--- config.mk ---
export PLATFORM = sky130hd
export DESIGN_NAME = writeback_arbiter_flat
export DESIGN_NICKNAME = d
export VERILOG_FILES = /design/src/rtl/wb_pkg.sv /design/src/rtl/writeback_arbiter_if.sv /design/src/rtl/wb_slot.sv /design/src/rtl/writeback_arbiter.sv /design/src/flat_wrapper.sv
export SDC_FILE = /design/constraint.sdc
export NUM_CORES = 1
export LEC_CHECK = 0
export ABC_AREA = 1
export CAP_MARGIN = 10
export CORE_ASPECT_RATIO = 0.7
export CORE_MARGIN = 2
export CORE_UTILIZATION = 48
export DETAILED_ROUTE_END_ITERATION = 10
export HOLD_SLACK_MARGIN = 0.03
export PLACE_DENSITY = 0.87
export SLEW_MARGIN = 20
export SYNTH_ARGS = -nofsm -noshare
export SYNTH_HDL_FRONTEND = slang
export SYNTH_SLANG_ARGS = --single-unit
--- constraint.sdc ---
create_clock -name clk_i -period 2.2 [get_ports clk_i]
set_input_delay 0.22 -clock clk_i [delete_from_list [all_inputs] [get_ports clk_i]]
set_output_delay 0.22 -clock clk_i [all_outputs]
set_load 0.05 [all_outputs]
--- src/rtl/wb_pkg.sv ---
// Shared definitions for the writeback arbiter: source indices, default widths and slot layout.
package wb_pkg;

  localparam int unsigned WB_DATA_W = 32;
  localparam int unsigned WB_REG_AW = 5;

  localparam int unsigned SRC_ALU = 0;
  localparam int unsigned SRC_MDU = 1;
  localparam int unsigned SRC_LSU = 2;
  localparam int unsigned NUM_SRC = 3;

  // Bit positions in the pairwise age matrix; a set bit means the first source is older.
  localparam int unsigned AGE_ALU_MDU = 0;
  localparam int unsigned AGE_ALU_LSU = 1;
  localparam int unsigned AGE_MDU_LSU = 2;

  typedef struct packed {
    logic                 full;
    logic [WB_REG_AW-1:0] rd;
    logic [WB_DATA_W-1:0] data;
  } slot_t;

endpackage

--- src/rtl/writeback_arbiter_if.sv ---
// Result handshakes from the three execution units plus the register-file writeback port.
interface writeback_arbiter_if #(
  parameter int unsigned DATA_W = 32,
  parameter int unsigned REG_AW = 5
);

  logic              stall_writeback_i;
  logic              alu_valid_i;
  logic [REG_AW-1:0] alu_rd_i;
  logic [DATA_W-1:0] alu_data_i;
  logic              alu_ready_o;
  logic              mdu_valid_i;
  logic [REG_AW-1:0] mdu_rd_i;
  logic [DATA_W-1:0] mdu_data_i;
  logic              mdu_ready_o;
  logic              lsu_valid_i;
  logic [REG_AW-1:0] lsu_rd_i;
  logic [DATA_W-1:0] lsu_data_i;
  logic              lsu_ready_o;
  logic              reg_write_wb_o;
  logic [REG_AW-1:0] reg_rd_wb_o;
  logic [DATA_W-1:0] reg_rd_data_wb_o;
  logic              stall_writeback_o;

  modport master (
    output stall_writeback_i,
    output alu_valid_i, alu_rd_i, alu_data_i,
    input  alu_ready_o,
    output mdu_valid_i, mdu_rd_i, mdu_data_i,
    input  mdu_ready_o,
    output lsu_valid_i, lsu_rd_i, lsu_data_i,
    input  lsu_ready_o,
    input  reg_write_wb_o, reg_rd_wb_o, reg_rd_data_wb_o,
    input  stall_writeback_o
  );

  modport slave (
    input  stall_writeback_i,
    input  alu_valid_i, alu_rd_i, alu_data_i,
    output alu_ready_o,
    input  mdu_valid_i, mdu_rd_i, mdu_data_i,
    output mdu_ready_o,
    input  lsu_valid_i, lsu_rd_i, lsu_data_i,
    output lsu_ready_o,
    output reg_write_wb_o, reg_rd_wb_o, reg_rd_data_wb_o,
    output stall_writeback_o
  );

endinterface

--- src/rtl/wb_slot.sv ---
// Single-entry result holding register; load fills it, clear empties it.
module wb_slot #(
  parameter int unsigned DATA_W = 32,
  parameter int unsigned REG_AW = 5
) (
  input  logic              clk_i,
  input  logic              rst_i,
  input  logic              load,
  input  logic              clear,
  input  logic [REG_AW-1:0] rd_in,
  input  logic [DATA_W-1:0] data_in,
  output logic              full,
  output logic [REG_AW-1:0] rd,
  output logic [DATA_W-1:0] data
);

  logic              full_q, full_d;
  logic [REG_AW-1:0] rd_q, rd_d;
  logic [DATA_W-1:0] data_q, data_d;

  // Load and clear never coincide: a slot is only loaded while empty and only cleared while full.
  always_comb begin
    full_d = full_q;
    rd_d   = rd_q;
    data_d = data_q;
    if (clear) begin
      full_d = 1'b0;
    end
    if (load) begin
      full_d = 1'b1;
      rd_d   = rd_in;
      data_d = data_in;
    end
  end

  always_ff @(posedge clk_i or negedge rst_i) begin
    if (!rst_i) begin
      full_q <= 1'b0;
      rd_q   <= '0;
      data_q <= '0;
    end else begin
      full_q <= full_d;
      rd_q   <= rd_d;
      data_q <= data_d;
    end
  end

  assign full = full_q;
  assign rd   = rd_q;
  assign data = data_q;

endmodule

--- src/rtl/writeback_arbiter.sv ---
// Buffers one result per execution unit and issues the oldest to the register file each cycle.
module writeback_arbiter
  import wb_pkg::*;
#(
  parameter int unsigned DATA_W = 32,
  parameter int unsigned REG_AW = 5
) (
  input logic               clk_i,
  input logic               rst_i,
  writeback_arbiter_if.slave bus
);

  logic [NUM_SRC-1:0] src_valid;
  logic [REG_AW-1:0]  src_rd   [NUM_SRC];
  logic [DATA_W-1:0]  src_data [NUM_SRC];
  logic [NUM_SRC-1:0] slot_full;
  logic [REG_AW-1:0]  slot_rd   [NUM_SRC];
  logic [DATA_W-1:0]  slot_data [NUM_SRC];
  logic [NUM_SRC-1:0] slot_load;
  logic [NUM_SRC-1:0] win;

  logic [2:0]         age_q, age_d;
  logic               write_q, write_d;
  logic [REG_AW-1:0]  rd_q, rd_d;
  logic [DATA_W-1:0]  data_q, data_d;

  assign src_valid[SRC_ALU] = bus.alu_valid_i;
  assign src_valid[SRC_MDU] = bus.mdu_valid_i;
  assign src_valid[SRC_LSU] = bus.lsu_valid_i;
  assign src_rd[SRC_ALU]    = bus.alu_rd_i;
  assign src_rd[SRC_MDU]    = bus.mdu_rd_i;
  assign src_rd[SRC_LSU]    = bus.lsu_rd_i;
  assign src_data[SRC_ALU]  = bus.alu_data_i;
  assign src_data[SRC_MDU]  = bus.mdu_data_i;
  assign src_data[SRC_LSU]  = bus.lsu_data_i;

  for (genvar g = 0; g < NUM_SRC; g++) begin : g_slot
    // A result for x0 is taken off the source but never stored.
    assign slot_load[g] = src_valid[g] && !slot_full[g] && (src_rd[g] != '0);

    wb_slot #(
      .DATA_W (DATA_W),
      .REG_AW (REG_AW)
    ) u_slot (
      .clk_i   (clk_i),
      .rst_i   (rst_i),
      .load    (slot_load[g]),
      .clear   (win[g]),
      .rd_in   (src_rd[g]),
      .data_in (src_data[g]),
      .full    (slot_full[g]),
      .rd      (slot_rd[g]),
      .data    (slot_data[g])
    );
  end

  // Oldest full slot wins; the age matrix stays a total order over full slots.
  always_comb begin
    win = '0;
    if (!bus.stall_writeback_i) begin
      win[SRC_ALU] = slot_full[SRC_ALU]
                   && (!slot_full[SRC_MDU] || age_q[AGE_ALU_MDU])
                   && (!slot_full[SRC_LSU] || age_q[AGE_ALU_LSU]);
      win[SRC_MDU] = slot_full[SRC_MDU]
                   && (!slot_full[SRC_ALU] || !age_q[AGE_ALU_MDU])
                   && (!slot_full[SRC_LSU] || age_q[AGE_MDU_LSU]);
      win[SRC_LSU] = slot_full[SRC_LSU]
                   && (!slot_full[SRC_ALU] || !age_q[AGE_ALU_LSU])
                   && (!slot_full[SRC_MDU] || !age_q[AGE_MDU_LSU]);
    end
  end

  // A fill makes that source younger; simultaneous fills rank lsu, then mdu, then alu.
  always_comb begin
    age_d = age_q;
    if (slot_load[SRC_ALU]) begin
      age_d[AGE_ALU_MDU] = 1'b0;
      age_d[AGE_ALU_LSU] = 1'b0;
    end else begin
      if (slot_load[SRC_MDU]) age_d[AGE_ALU_MDU] = 1'b1;
      if (slot_load[SRC_LSU]) age_d[AGE_ALU_LSU] = 1'b1;
    end
    if (slot_load[SRC_MDU]) begin
      age_d[AGE_MDU_LSU] = 1'b0;
    end else if (slot_load[SRC_LSU]) begin
      age_d[AGE_MDU_LSU] = 1'b1;
    end
  end

  always_comb begin
    write_d = 1'b0;
    rd_d    = rd_q;
    data_d  = data_q;
    unique case (win)
      3'b001: begin
        write_d = 1'b1;
        rd_d    = slot_rd[SRC_ALU];
        data_d  = slot_data[SRC_ALU];
      end
      3'b010: begin
        write_d = 1'b1;
        rd_d    = slot_rd[SRC_MDU];
        data_d  = slot_data[SRC_MDU];
      end
      3'b100: begin
        write_d = 1'b1;
        rd_d    = slot_rd[SRC_LSU];
        data_d  = slot_data[SRC_LSU];
      end
      default: ;
    endcase
  end

  always_ff @(posedge clk_i or negedge rst_i) begin
    if (!rst_i) begin
      age_q   <= '0;
      write_q <= 1'b0;
      rd_q    <= '0;
      data_q  <= '0;
    end else begin
      age_q   <= age_d;
      write_q <= write_d;
      rd_q    <= rd_d;
      data_q  <= data_d;
    end
  end

  assign bus.alu_ready_o       = !slot_full[SRC_ALU];
  assign bus.mdu_ready_o       = !slot_full[SRC_MDU];
  assign bus.lsu_ready_o       = !slot_full[SRC_LSU];
  assign bus.reg_write_wb_o    = write_q;
  assign bus.reg_rd_wb_o       = rd_q;
  assign bus.reg_rd_data_wb_o  = data_q;
  assign bus.stall_writeback_o = |(src_valid & slot_full);

endmodule

--- src/flat_wrapper.sv ---
// flat-port wrapper written by rule: the top's interface ports become plain ports
module writeback_arbiter_flat import wb_pkg::*;
#(
  parameter int unsigned DATA_W = 32,
  parameter int unsigned REG_AW = 5
)
  (clk_i, rst_i, bus_stall_writeback_i, bus_alu_valid_i, bus_alu_rd_i, bus_alu_data_i, bus_alu_ready_o, bus_mdu_valid_i, bus_mdu_rd_i, bus_mdu_data_i, bus_mdu_ready_o, bus_lsu_valid_i, bus_lsu_rd_i, bus_lsu_data_i, bus_lsu_ready_o, bus_reg_write_wb_o, bus_reg_rd_wb_o, bus_reg_rd_data_wb_o, bus_stall_writeback_o);
  writeback_arbiter_if #(.DATA_W(DATA_W), .REG_AW(REG_AW)) bus_i ();
  input logic clk_i;
  input logic rst_i;
  input wire logic [$bits(bus_i.stall_writeback_i)-1:0] bus_stall_writeback_i;
  input wire logic [$bits(bus_i.alu_valid_i)-1:0] bus_alu_valid_i;
  input wire logic [$bits(bus_i.alu_rd_i)-1:0] bus_alu_rd_i;
  input wire logic [$bits(bus_i.alu_data_i)-1:0] bus_alu_data_i;
  output wire logic [$bits(bus_i.alu_ready_o)-1:0] bus_alu_ready_o;
  input wire logic [$bits(bus_i.mdu_valid_i)-1:0] bus_mdu_valid_i;
  input wire logic [$bits(bus_i.mdu_rd_i)-1:0] bus_mdu_rd_i;
  input wire logic [$bits(bus_i.mdu_data_i)-1:0] bus_mdu_data_i;
  output wire logic [$bits(bus_i.mdu_ready_o)-1:0] bus_mdu_ready_o;
  input wire logic [$bits(bus_i.lsu_valid_i)-1:0] bus_lsu_valid_i;
  input wire logic [$bits(bus_i.lsu_rd_i)-1:0] bus_lsu_rd_i;
  input wire logic [$bits(bus_i.lsu_data_i)-1:0] bus_lsu_data_i;
  output wire logic [$bits(bus_i.lsu_ready_o)-1:0] bus_lsu_ready_o;
  output wire logic [$bits(bus_i.reg_write_wb_o)-1:0] bus_reg_write_wb_o;
  output wire logic [$bits(bus_i.reg_rd_wb_o)-1:0] bus_reg_rd_wb_o;
  output wire logic [$bits(bus_i.reg_rd_data_wb_o)-1:0] bus_reg_rd_data_wb_o;
  output wire logic [$bits(bus_i.stall_writeback_o)-1:0] bus_stall_writeback_o;
  assign bus_i.stall_writeback_i = bus_stall_writeback_i;
  assign bus_i.alu_valid_i = bus_alu_valid_i;
  assign bus_i.alu_rd_i = bus_alu_rd_i;
  assign bus_i.alu_data_i = bus_alu_data_i;
  assign bus_alu_ready_o = bus_i.alu_ready_o;
  assign bus_i.mdu_valid_i = bus_mdu_valid_i;
  assign bus_i.mdu_rd_i = bus_mdu_rd_i;
  assign bus_i.mdu_data_i = bus_mdu_data_i;
  assign bus_mdu_ready_o = bus_i.mdu_ready_o;
  assign bus_i.lsu_valid_i = bus_lsu_valid_i;
  assign bus_i.lsu_rd_i = bus_lsu_rd_i;
  assign bus_i.lsu_data_i = bus_lsu_data_i;
  assign bus_lsu_ready_o = bus_i.lsu_ready_o;
  assign bus_reg_write_wb_o = bus_i.reg_write_wb_o;
  assign bus_reg_rd_wb_o = bus_i.reg_rd_wb_o;
  assign bus_reg_rd_data_wb_o = bus_i.reg_rd_data_wb_o;
  assign bus_stall_writeback_o = bus_i.stall_writeback_o;
  writeback_arbiter #(.DATA_W(DATA_W), .REG_AW(REG_AW)) u_core (.clk_i(clk_i), .rst_i(rst_i), .bus(bus_i));
endmodule
# [Word-level counts from Yosys, hierarchy flattened]
# Cells that the tools add are included.
[word_totals] in_bits=117 output_inout_bits=42 reg_bits=155 wordCells=69
[op_classes] bitwise_logic=1 n_mux=14 eq_ne=3 reduce_logical=36
[op_table] cell="$pmux 32 s3" n=1
[op_table] cell="$pmux 5 s3" n=1
[op_table] cell="$reduce_bool 5->1" n=3
[op_table] cell="$logic_and 1x1->1" n=12
[op_table] cell="$reduce_bool 2->1" n=6
[op_table] cell="$mux 1" n=10
[op_table] cell="$logic_not 1->1" n=6
[op_table] cell="$logic_or 1x1->1" n=6
[op_table] cell="$reduce_or 3->1" n=2
[op_table] cell="$and 3x3->3" n=1
[op_table] cell="$eq 3x1->1 const B" n=1
[op_table] cell="$eq 3x2->1 const B" n=1
[op_table] cell="$eq 3x3->1 const B" n=1
[op_table] cell="$mux 3" n=1
[op_table] cell="$reduce_bool 3->1" n=1
[op_table] cell="$mux 2" n=1

# [Depth between registers and ports, before layout]
# Gate-level depths: netlist of run 1.
[depth] depth_word=8 depth_mapped=11 depth_no_buf=9

# [Cells and area by module]
# A second synthesis of run 1 with hierarchy kept.
[hier_totals] cells_unflattened=920 hier_area_um2=7173.1
[modules_own_cells] module="wb_slot" cells_each=161 area_each_um2=1473.9 n_inst=3 seq_area_each_um2=950.9
[modules_own_cells] module="writeback_arbiter" cells_each=437 area_each_um2=2751.4 n_inst=1 seq_area_each_um2=1026.0

# [Worst setup path before layout of run 1]
# OpenSTA, ideal clock, no wires.
[synth_path] path_kind="register to output" start="reg u_core.g_slot[2].u_slot.full_q" end="out bus_stall_writeback_o" path_slack_ps=535 arrival_ps=1445 required_ps=1980 stages_incl_launch_ff=3 path_buffers=0 path_cell_list="dfrtp_1 -> inv_2 -> o221ai_1"
[synth_via] elab_chain_len=2
[synth_lines] element="start, declared" line_no="wb_slot.sv:17" source="logic full_q, full_d;"
[synth_lines] element="start signal, assigned" line_no="wb_slot.sv:42" source="full_q <= full_d;"
[synth_lines] element="$and 3x3->3" line_no="writeback_arbiter.sv:134" source="assign bus.stall_writeback_o = |(src_valid & slot_full);"
[synth_lines] element="$reduce_or 3->1" line_no="writeback_arbiter.sv:134"
[synth_lines] element="end, declared" line_no="flat_wrapper.sv:27" source="output wire logic [$bits(bus_i.stall_writeback_o)-1:0] bus_stall_writeback_o;"
# No other way between the ends.

# [Worst setup path in the final report of run 1]
[layout_path] start="reg u_core.g_slot[0].u_slot.full_q" end="out bus_alu_ready_o"
[layout_via] elab_chain_len=1
[layout_lines] element="start, declared" line_no="wb_slot.sv:17"
[layout_lines] element="start signal, assigned" line_no="wb_slot.sv:42"
[layout_lines] element="$logic_not 1->1" line_no="writeback_arbiter.sv:128" source="assign bus.alu_ready_o = !slot_full[SRC_ALU];"
[layout_lines] element="end, declared" line_no="flat_wrapper.sv:15" source="output wire logic [$bits(bus_i.alu_ready_o)-1:0] bus_alu_ready_o;"
# No other way between the ends.

==> impl_metrics.ini, run 1 <==
[run_status]
outcome = complete, no violations

[place]
place.gp.congestion = 0.8335
port_buffers = 158
dpl.hpwl_mm = 14.48

[cells_and_area]
area_delta_synth_final_pct = 32.08
antennaDiodeCount = 0
nets = 1231
layout-drive-gt1-share_pct = 6.122

[floorplan]
io_pins = 159
die_y_um = 107.8
die_area_um2 = 16420
initial_core_util_pct = 49.73
rows = 37
fp.dieW_um = 152.3
fp.coreArea_um2 = 14860

[timing]
max-slew-margin-rel_pct = 57.12
clock.fmax_mhz = 492.9
finClkSkew_ns = 0.008590
finalHoldViolations = 0
worst_pin_slew_ns = 0.6432
min_period_ns = 2.029
hold_ws_ns = 0.3287
finalSetupViolCount = 0
fin_setup_tns_ns = 0
rsz0062_at_grt = false
timing.final.crit_share_pct = 92.22
drv_slew = 0

[clock_network]
clock_sinks = 155
cts_buffers = 17
post_cts.repair.setup_buffers = 0
clockRootBuffer = clkbuf_16
cts_buffer_depth = 2
cts_tree = done
path_clk_slew_ns = 0.06
insertion_delay_ns = 0.42
htree_levels = 4

[detailed_routing]
route.met2.wl_mm = 8.458
via_per_inst = 5.178
highest_layer = met4
initialDrtViolationCount = 916
drc = 0
ant_nets = 0
finalWirelength_mm = 20.78
wl_met3_mm = 2.250
wl_met1_mm = 9.800
num_vias = 6845
wl_per_cell_um = 15.72
firstDrtPassIters = 6

[critical_path]
cp_top_family = buffers and inverters
reg2reg_from = u_core.g_slot[0].u_slot.full$_DFFE_PN0P_
startpoint_type = flip-flop
required_ns = 1.98
critPathMaxStageDelay_ns = 0.82
path_buf_inv = 2
worstPathArrival_ns = 1.81
crit_path_max_fanout = 5
r2r_setup_slack_ns = 0.45
cpMaxStageDelayCell = clkdlybuf4s50_1
end_kind = output port
timing.rr.end = u_core.bus.reg_rd_data_wb_o[27]$_DFFE_PN0P_
path_class = reg -> out
cp_cell_sequence = inv_2, clkdlybuf4s50_1
critPathLaunch = u_core.g_slot[0].u_slot.full$_DFFE_PN0P_
r2r_cells = 8

[hold_path]
hp-class = in -> reg
hp-start = bus_lsu_data_i[10]
hold_path_depth = 3
min_delay_worst_endpoint = u_core.g_slot[2].u_slot.data[10]$_DFFE_PN0P_

[global_routing]
grt_pass1_vias = 6421
grt_start_max_net_pins = 77
grt_first_pass_wirelength_mm = 33.38
overflow = 0
antenna_found_initial = 1
grtUsageTotal_pct = 26.07

[synth]
seq_area_frac_synth_pct = 52.48
synth_cells = 973
netlist_area_um2 = 7391
ys_ff_latch = 155
ys_warn_count = 0
syn_nets = 1090
syn_avg_cell_area_um2 = 7.596
ys_types = 22

[power]
p_leak_nw = 5.214
irDropWorstVdd_v = 0.0009019
power_density_nw_per_um2 = 1565

[job]
drv_cap = 0
[power breakdown]
part / leakage (nW) / switching [mW] / internal [mW] / total (mW)
logic: 3.01 / 4.81 / 2.31 / 7.13
registers: 1.91 / 0.912 / 4.24 / 5.16
clock network: 0.287 / 1.20 / 1.79 / 2.99
total: 5.21 / 6.93 / 8.35 / 15.3
[metrics by stage]
stage                     area [µm²]  util (%)  cells  setup slack [ns]  power, mW
final                           9762     65.69   1322            0.1712      15.27
after floorplan                 7391         -    973            0.5352      9.883
after detailed placement        9151     61.58   1289            0.1832      12.17
after global routing            9762     65.69   1322            0.1265      16.29
after global placement          9151     61.58   1289            0.3006      11.93
after CTS                       9762     65.69   1322            0.1587      15.23
[cells in the final DEF (no fill, tap or decap)]
cell type / n
nand2_1: 445
clkdlybuf4s50_1: 156
dfrtp_1: 155
inv_1: 129
nand4_1: 76
o21ai_0: 46
nand3b_1: 22
buf_4: 20
nand3_1: 17
clkbuf_16: 17
inv_2: 6
nor2_1: 6
nand3_2: 3
bufinv_16: 3
clkinvlp_4: 3
clkinv_4: 3
clkinv_2: 3
buf_12: 3
nor2_2: 2
clkinv_1: 2
inv_6: 2
nor2_4: 1
nand2_2: 1
o21ai_2: 1
o221ai_1: 1
nor3_1: 1
clkbuf_1: 1
dlygate4sd3_1: 1
buf_6: 1
[tightest hold or removal path: cells and delay by family]
family / cells / cell delay (ns)
buffers and inverters: 1 / 0.39
AND/OR/NAND/NOR: 2 / 0.10
[timing repair]
action / CTS / global route
resized for setup: 0 / 0
hold buffers: 1 / 0
endpoints found under the hold margin: 65 / 0
[cell families after synthesis]
group / synth area share [%]
buffers and inverters: 10.67
and+or+nand+nor: 33.50
DFF: 52.48
AOI/OAI and AO/OA: 3.352
[cell usage after synthesis (all sizes together)]
library cell / count / area [µm²]
o21ai: 47 / 239.0
nor3: 1 / 5.000
nand2: 446 / 1677
inv: 135 / 506.7
dfrtp: 155 / 3879
nand3: 20 / 110.1
clkbuf: 29 / 108.9
clkinv: 2 / 7.510
nand4: 76 / 475.5
nand3b: 22 / 165.2
buf: 30 / 165.2
nor2: 9 / 43.80
o221ai: 1 / 8.760
[sequential cells by signal, indices dropped and copies added (netlist names)]
name and count:
u_core.age_q 3, u_core.bus.reg_rd_data_wb_o 32, u_core.bus.reg_rd_wb_o 5, u_core.bus.reg_write_wb_o 1
u_core.g_slot.u_slot.data 96, u_core.g_slot.u_slot.full 3, u_core.g_slot.u_slot.rd 15
[worst max-delay path by stage]
stage                                                       endpoint  slack, ns  cells after the start
after floorplan                                bus_stall_writeback_o       0.54                      2
after global placement    u_core.bus.reg_rd_data_wb_o[2]$_DFFE_PN0P_       0.30                      9
after detailed placement  u_core.bus.reg_rd_data_wb_o[6]$_DFFE_PN0P_       0.18                      9
after CTS                                            bus_lsu_ready_o       0.16                      2
after global routing                                 bus_lsu_ready_o       0.13                      2
final                                                bus_alu_ready_o       0.17                      2
[metal layers]
metal / vias to the layer above / track usage, %
li1: 3285 / -
met1: 3149 / 40.14
met4: 0 / 6.475
met5: - / 0
met2: 384 / 35.71
met3: 27 / 7.609
[final cells by class]
class                   count  area, µm²
inverters                 137      514.2
repair buffers            181       1793
clock buffers              18      429.2
well taps                 195      244.0
clock inverters            14      171.4
flip-flops and latches    155       3879
fillers                  1210       5099
multi-input cells         622       2731
No activity file was read; power rests on OpenSTA's default activity.
==> inputs of run 2 (changes only) <==
Settings changed: SETUP_SLACK_MARGIN set to 0.15.
==> run 2 against run 1 <==
- combinational power about the same
- critical path depth unchanged
- core utilization about the same
- largest cell class unchanged
- worst hold slack better by 0.00056 ns
- sequential power about the same
- total power about the same
- register-to-register slack about the same
- via count about the same
- design area about the same
- clock skew about the same
- maximum frequency up 1.6%
==> impl_metrics.ini, run 2 (synthesis results as in run 1) <==
[detailed_routing]
drc = 0
ant_nets = 0
finalWirelength_mm = 20.73
initialDrtViolationCount = 904
wl_per_cell_um = 15.68
firstDrtPassIters = 7
num_vias = 6839
via_per_inst = 5.173

[cells_and_area]
layout_commonest_cell = nand2_1
nets = 1231
antennaDiodeCount = 0
largest_register_ffs = 96
layout-drive-gt1-share_pct = 6.122
area_delta_synth_final_pct = 32.15
layout_common_cells = nand2_1 (445), dfrtp_1 (155), clkdlybuf4s50_1 (154)

[timing]
hold_ws_ns = 0.3293
fin_setup_tns_ns = 0
rsz0062_at_grt = false
finalSetupViolCount = 0
timing.final.crit_share_pct = 90.72
clock.fmax_mhz = 501.0
finClkSkew_ns = 0.008804
max-slew-margin-rel_pct = 57.16
finalHoldViolations = 0
worst_pin_slew_ns = 0.6426
drv_slew = 0
min_period_ns = 1.996

[global_routing]
grt_start_max_net_pins = 77
antenna_found_initial = 1
overflow = 0
grt_pass1_vias = 6421
grtUsageTotal_pct = 26.07
grt_first_pass_wirelength_mm = 33.38

[clock_network]
cts_tree = done
cts_buffer_depth = 2
clockRootBuffer = clkbuf_16
clock_sinks = 155
htree_levels = 4
path_clk_slew_ns = 0.06
cts_buffers = 17
insertion_delay_ns = 0.42

[critical_path]
r2r_cells = 9
crit_end = bus_mdu_ready_o
critPathMaxStageDelay_ns = 0.81
end_kind = output port
worstPathArrival_ns = 1.78
crit_path_max_fanout = 4
required_ns = 1.98
critPathLaunch = u_core.g_slot[1].u_slot.full$_DFFE_PN0P_
timing.rr.end = u_core.bus.reg_rd_data_wb_o[6]$_DFFE_PN0P_
cpMaxStageDelayCell = clkdlybuf4s50_1
critical_path_depth = 2
reg2reg_from = u_core.g_slot[2].u_slot.full$_DFFE_PN0P_
cp_top_family = buffers and inverters
cp_cell_sequence = inv_2, clkdlybuf4s50_1
r2r_setup_slack_ns = 0.44
path_buf_inv = 2
startpoint_type = flip-flop
path_class = reg -> out

[hold_path]
hold_path_depth = 3
hp-class = in -> reg
hp-start = bus_lsu_data_i[10]

[floorplan]
fp.coreArea_um2 = 14860
io_pins = 159
fp.dieW_um = 152.3
die_area_um2 = 16420
initial_core_util_pct = 49.73
die_y_um = 107.8
rows = 37

[power]
power_mw = 15.27
power_density_nw_per_um2 = 1563
irDropWorstVdd_v = 0.0009010
p_leak_nw = 5.236

[place]
port_buffers = 158
dpl.hpwl_mm = 14.48
place.gp.congestion = 0.8335

[job]
drv_cap = 0

[run_status]
outcome = complete, no violations
run 2: changes by cell type in the layout (fill, tap and decap cells not counted):
cell	delta
dlymetal6s2s_1	+2
clkdlybuf4s50_1	-2
run 2: cell type report:
class	instances	area (µm²)
repair buffers	181	1798
well taps	195	244.0
clock buffers	18	429.2
flip-flops and latches	155	3879
inverters	137	514.2
multi-input cells	622	2731
fillers	1209	5094
clock inverters	14	171.4
run 2: per-layer routing:
layer / vias to the layer above / part of all wire, % / GRT usage (%)
met1: 3155 / 47 / 40.14
met5: - / 0 / 0
met2: 369 / 41 / 35.71
met4: 0 / 1.4 / 6.475
met3: 33 / 11 / 7.609
li1: 3282 / - / -
run 2: worst min-delay path, cell delays in order:
cell,delay [ns]
clkdlybuf4s50_1,0.39
nand2_1,0.06
nand2_1,0.04
run 2: worst min-delay path by stage:
stage                                                        end  slack (ns)
CTS                  u_core.g_slot[2].u_slot.data[5]$_DFFE_PN0P_        0.32
floorplan                            u_core.age_q[0]$_DFFE_PN0P_       -0.08
finish              u_core.g_slot[2].u_slot.data[10]$_DFFE_PN0P_        0.33
global placement      u_core.bus.reg_rd_data_wb_o[3]$_DFFE_PN0P_        0.27
detailed placement   u_core.g_slot[0].u_slot.data[3]$_DFFE_PN0P_        0.27
global route         u_core.g_slot[2].u_slot.data[6]$_DFFE_PN0P_        0.33
run 2: power breakdown:
| group | total, mW | internal, mW | switching [mW] | leakage [nW] |
|---|---|---|---|---|
| Sequential | 5.15 | 4.24 | 0.910 | 1.91 |
| Combinational | 7.13 | 2.31 | 4.82 | 3.03 |
| Clock | 2.99 | 1.79 | 1.20 | 0.287 |
| Total | 15.3 | 8.34 | 6.93 | 5.24 |
run 2: repair_timing:
| item | 4_1_cts | 5_1_grt |
|---|---|---|
| endpoints found under the setup margin | 0 | 2 |
| hold buffers | 1 | 0 |
| buffers inserted | 0 | 0 |
| resized for setup | 0 | 2 |
| endpoints found under the hold margin | 65 | 0 |
run 2: per-stage QoR:
stage / util, % / setup WS [ns] / instance area [µm²] / std cells
floorplan: - / 0.5352 / 7391 / 973
global placement: 61.58 / 0.3006 / 9151 / 1289
detailed placement: 61.58 / 0.1832 / 9151 / 1289
CTS: 65.69 / 0.1587 / 9762 / 1322
global route: 65.72 / 0.1744 / 9767 / 1322
finish: 65.72 / 0.2041 / 9767 / 1322
==> inputs of run 3 (changes only) <==
Settings changed: PLACE_DENSITY 0.87 to unset, PLACE_DENSITY_LB_ADDON set to 0.15.
==> run 3 against run 2 <==
- global-route usage is 0.20 points lower
- critical path type unchanged
- highest routed layer unchanged
- sequential share of layout area is 0.42 points lower
- worst hold slack got worse by 0.0046 ns
- worst setup slack got worse by 0.017 ns
- total power grew 1.4%
==> impl_metrics.ini, run 3 (synthesis results as in run 1) <==
[critical_path]
path_class = reg -> out
cpMaxStageDelayCell = clkdlybuf4s50_1
startpoint_type = flip-flop
required_ns = 1.98
critPathMaxStageDelay_ns = 0.81
crit_path_max_fanout = 5
end_kind = output port
cp_cell_sequence = inv_2, clkdlybuf4s50_1
worstPathArrival_ns = 1.79

[cells_and_area]
layout_commonest_cell = nand2_1
layout_common_cells = nand2_1 (445), clkdlybuf4s50_1 (155), dfrtp_1 (155)
layout-drive-gt1-share_pct = 6.294
nets = 1233
regArea_um2 = 3879
fillerInstances = 1278
antennaDiodeCount = 0
final_util_pct = 66.42
area_delta_synth_final_pct = 33.55
largest_register_ffs = 96
multiInputGateArea_um2 = 2731

[clock_network]
post_cts.repair.setup_buffers = 0
htree_levels = 4
insertion_delay_ns = 0.42
cts_tree = done
clock_sinks = 155
clockRootBuffer = clkbuf_16
cts_buffers = 17
cts_buffer_depth = 2
path_clk_slew_ns = 0.06

[timing]
clock.fmax_mhz = 496.7
worst_pin_slew_ns = 0.5245
finalSetupViolCount = 0
drv_slew = 0
finalHoldViolations = 0
setup_ws_ns = 0.1867
finClkSkew_ns = 0.009070
min_period_ns = 2.013
rsz0062_at_grt = false
timing.final.crit_share_pct = 91.51
fin_setup_tns_ns = 0
max-slew-margin-rel_pct = 64.92

[detailed_routing]
wl_met1_mm = 10.43
num_vias = 6796
ant_nets = 0
via_per_inst = 5.137
highest_layer = met4
wl_met3_mm = 1.840
wl_per_cell_um = 15.72
initialDrtViolationCount = 625
drc = 0
finalWirelength_mm = 20.80
route.met2.wl_mm = 8.370
firstDrtPassIters = 6

[floorplan]
initial_core_util_pct = 49.73
fp.dieW_um = 152.3
rows = 37
fp.coreArea_um2 = 14860
io_pins = 159
die_area_um2 = 16420
die_y_um = 107.8

[global_routing]
grtUsageTotal_pct = 25.87
grt_first_pass_wirelength_mm = 33.18
grt_pass1_vias = 6241
grt_start_max_net_pins = 53
overflow = 0
antenna_found_initial = 0

[power]
p_leak_nw = 5.267
irDropWorstVdd_v = 0.0007886
power_density_nw_per_um2 = 1569

[place]
pre_cts_ws_ns = 0.3676
place.gp.congestion = 0.8488
port_buffers = 158
dpl.hpwl_mm = 14.43

[job]
drv_cap = 0

[hold_path]
hp-class = in -> async

[run_status]
outcome = complete, no violations
## run 3: cell count changes in the layout (fill, tap and decap cells not counted), sizes merged
cell	previous run	this run
dlymetal6s2s	2	1
inv	137	138
clkdlybuf4s50	154	155
clkinv	8	4
buf	24	26
clkinvlp	3	4
bufinv	3	4
## run 3: final cells by class
type,count,share of cell area (%)
repair buffers,183,18.98
inverters,137,5.210
multi-input cells,622,27.67
well taps,195,2.472
clock inverters,13,1.927
flip-flops and latches,155,39.30
clock buffers,18,4.449
## run 3: critical path, delay by kind of cell, from the launching register on
family	cells	cell delay [ns]
buffers and inverters	2	0.94
flip-flops	1	0.44
## run 3: routing by layer
layer	up-vias	global-route usage, %
met2	287	34.75
li1	3295	-
met5	-	0
met3	14	5.878
met4	0	5.808
met1	3200	41.71
## run 3: metrics by stage
stage / std cells / hold slack [ns] / power (mW) / cell area [µm²]
finish: 1323 / 0.3247 / 15.49 / 9871
detailed placement: 1291 / 0.2036 / 12.28 / 9229
floorplan: 973 / -0.07559 / 9.883 / 7391
global route: 1323 / 0.3309 / 16.54 / 9871
global placement: 1291 / 0.2097 / 12.13 / 9229
CTS: 1323 / 0.3230 / 15.49 / 9868
## run 3: repair_timing
action | in CTS | in global routing
endpoints found under the setup margin | 0 | 1
resized for setup | 0 | 1
hold endpoints to repair | 48 | 0
hold buffers | 1 | 0
## run 3: power breakdown
group | internal, mW | leakage (nW) | total (mW) | switching, mW
registers | 4.24 | 1.91 | 5.14 | 0.893
clock network | 1.93 | 0.295 | 3.14 | 1.20
logic | 2.40 | 3.06 | 7.22 | 4.82
total | 8.58 | 5.27 | 15.5 | 6.91
## run 3: final timing paths
check,slack [ns],start,cells past startpoint,endpoint
max reg2reg,0.56,u_core.g_slot[0].u_slot.full$_DFFE_PN0P_,8,u_core.bus.reg_rd_data_wb_o[27]$_DFFE_PN0P_
min,0.32,rst_i,2,u_core.bus.reg_rd_data_wb_o[1]$_DFFE_PN0P_
max,0.19,u_core.g_slot[2].u_slot.full$_DFFE_PN0P_,2,bus_lsu_ready_o
max in group asynchronous,1.23,rst_i,3,u_core.bus.reg_rd_data_wb_o[24]$_DFFE_PN0P_
min in group clk_i,0.33,bus_lsu_data_i[15],3,u_core.g_slot[2].u_slot.data[15]$_DFFE_PN0P_
min reg2reg,0.48,u_core.bus.reg_rd_data_wb_o[7]$_DFFE_PN0P_,2,u_core.bus.reg_rd_data_wb_o[7]$_DFFE_PN0P_
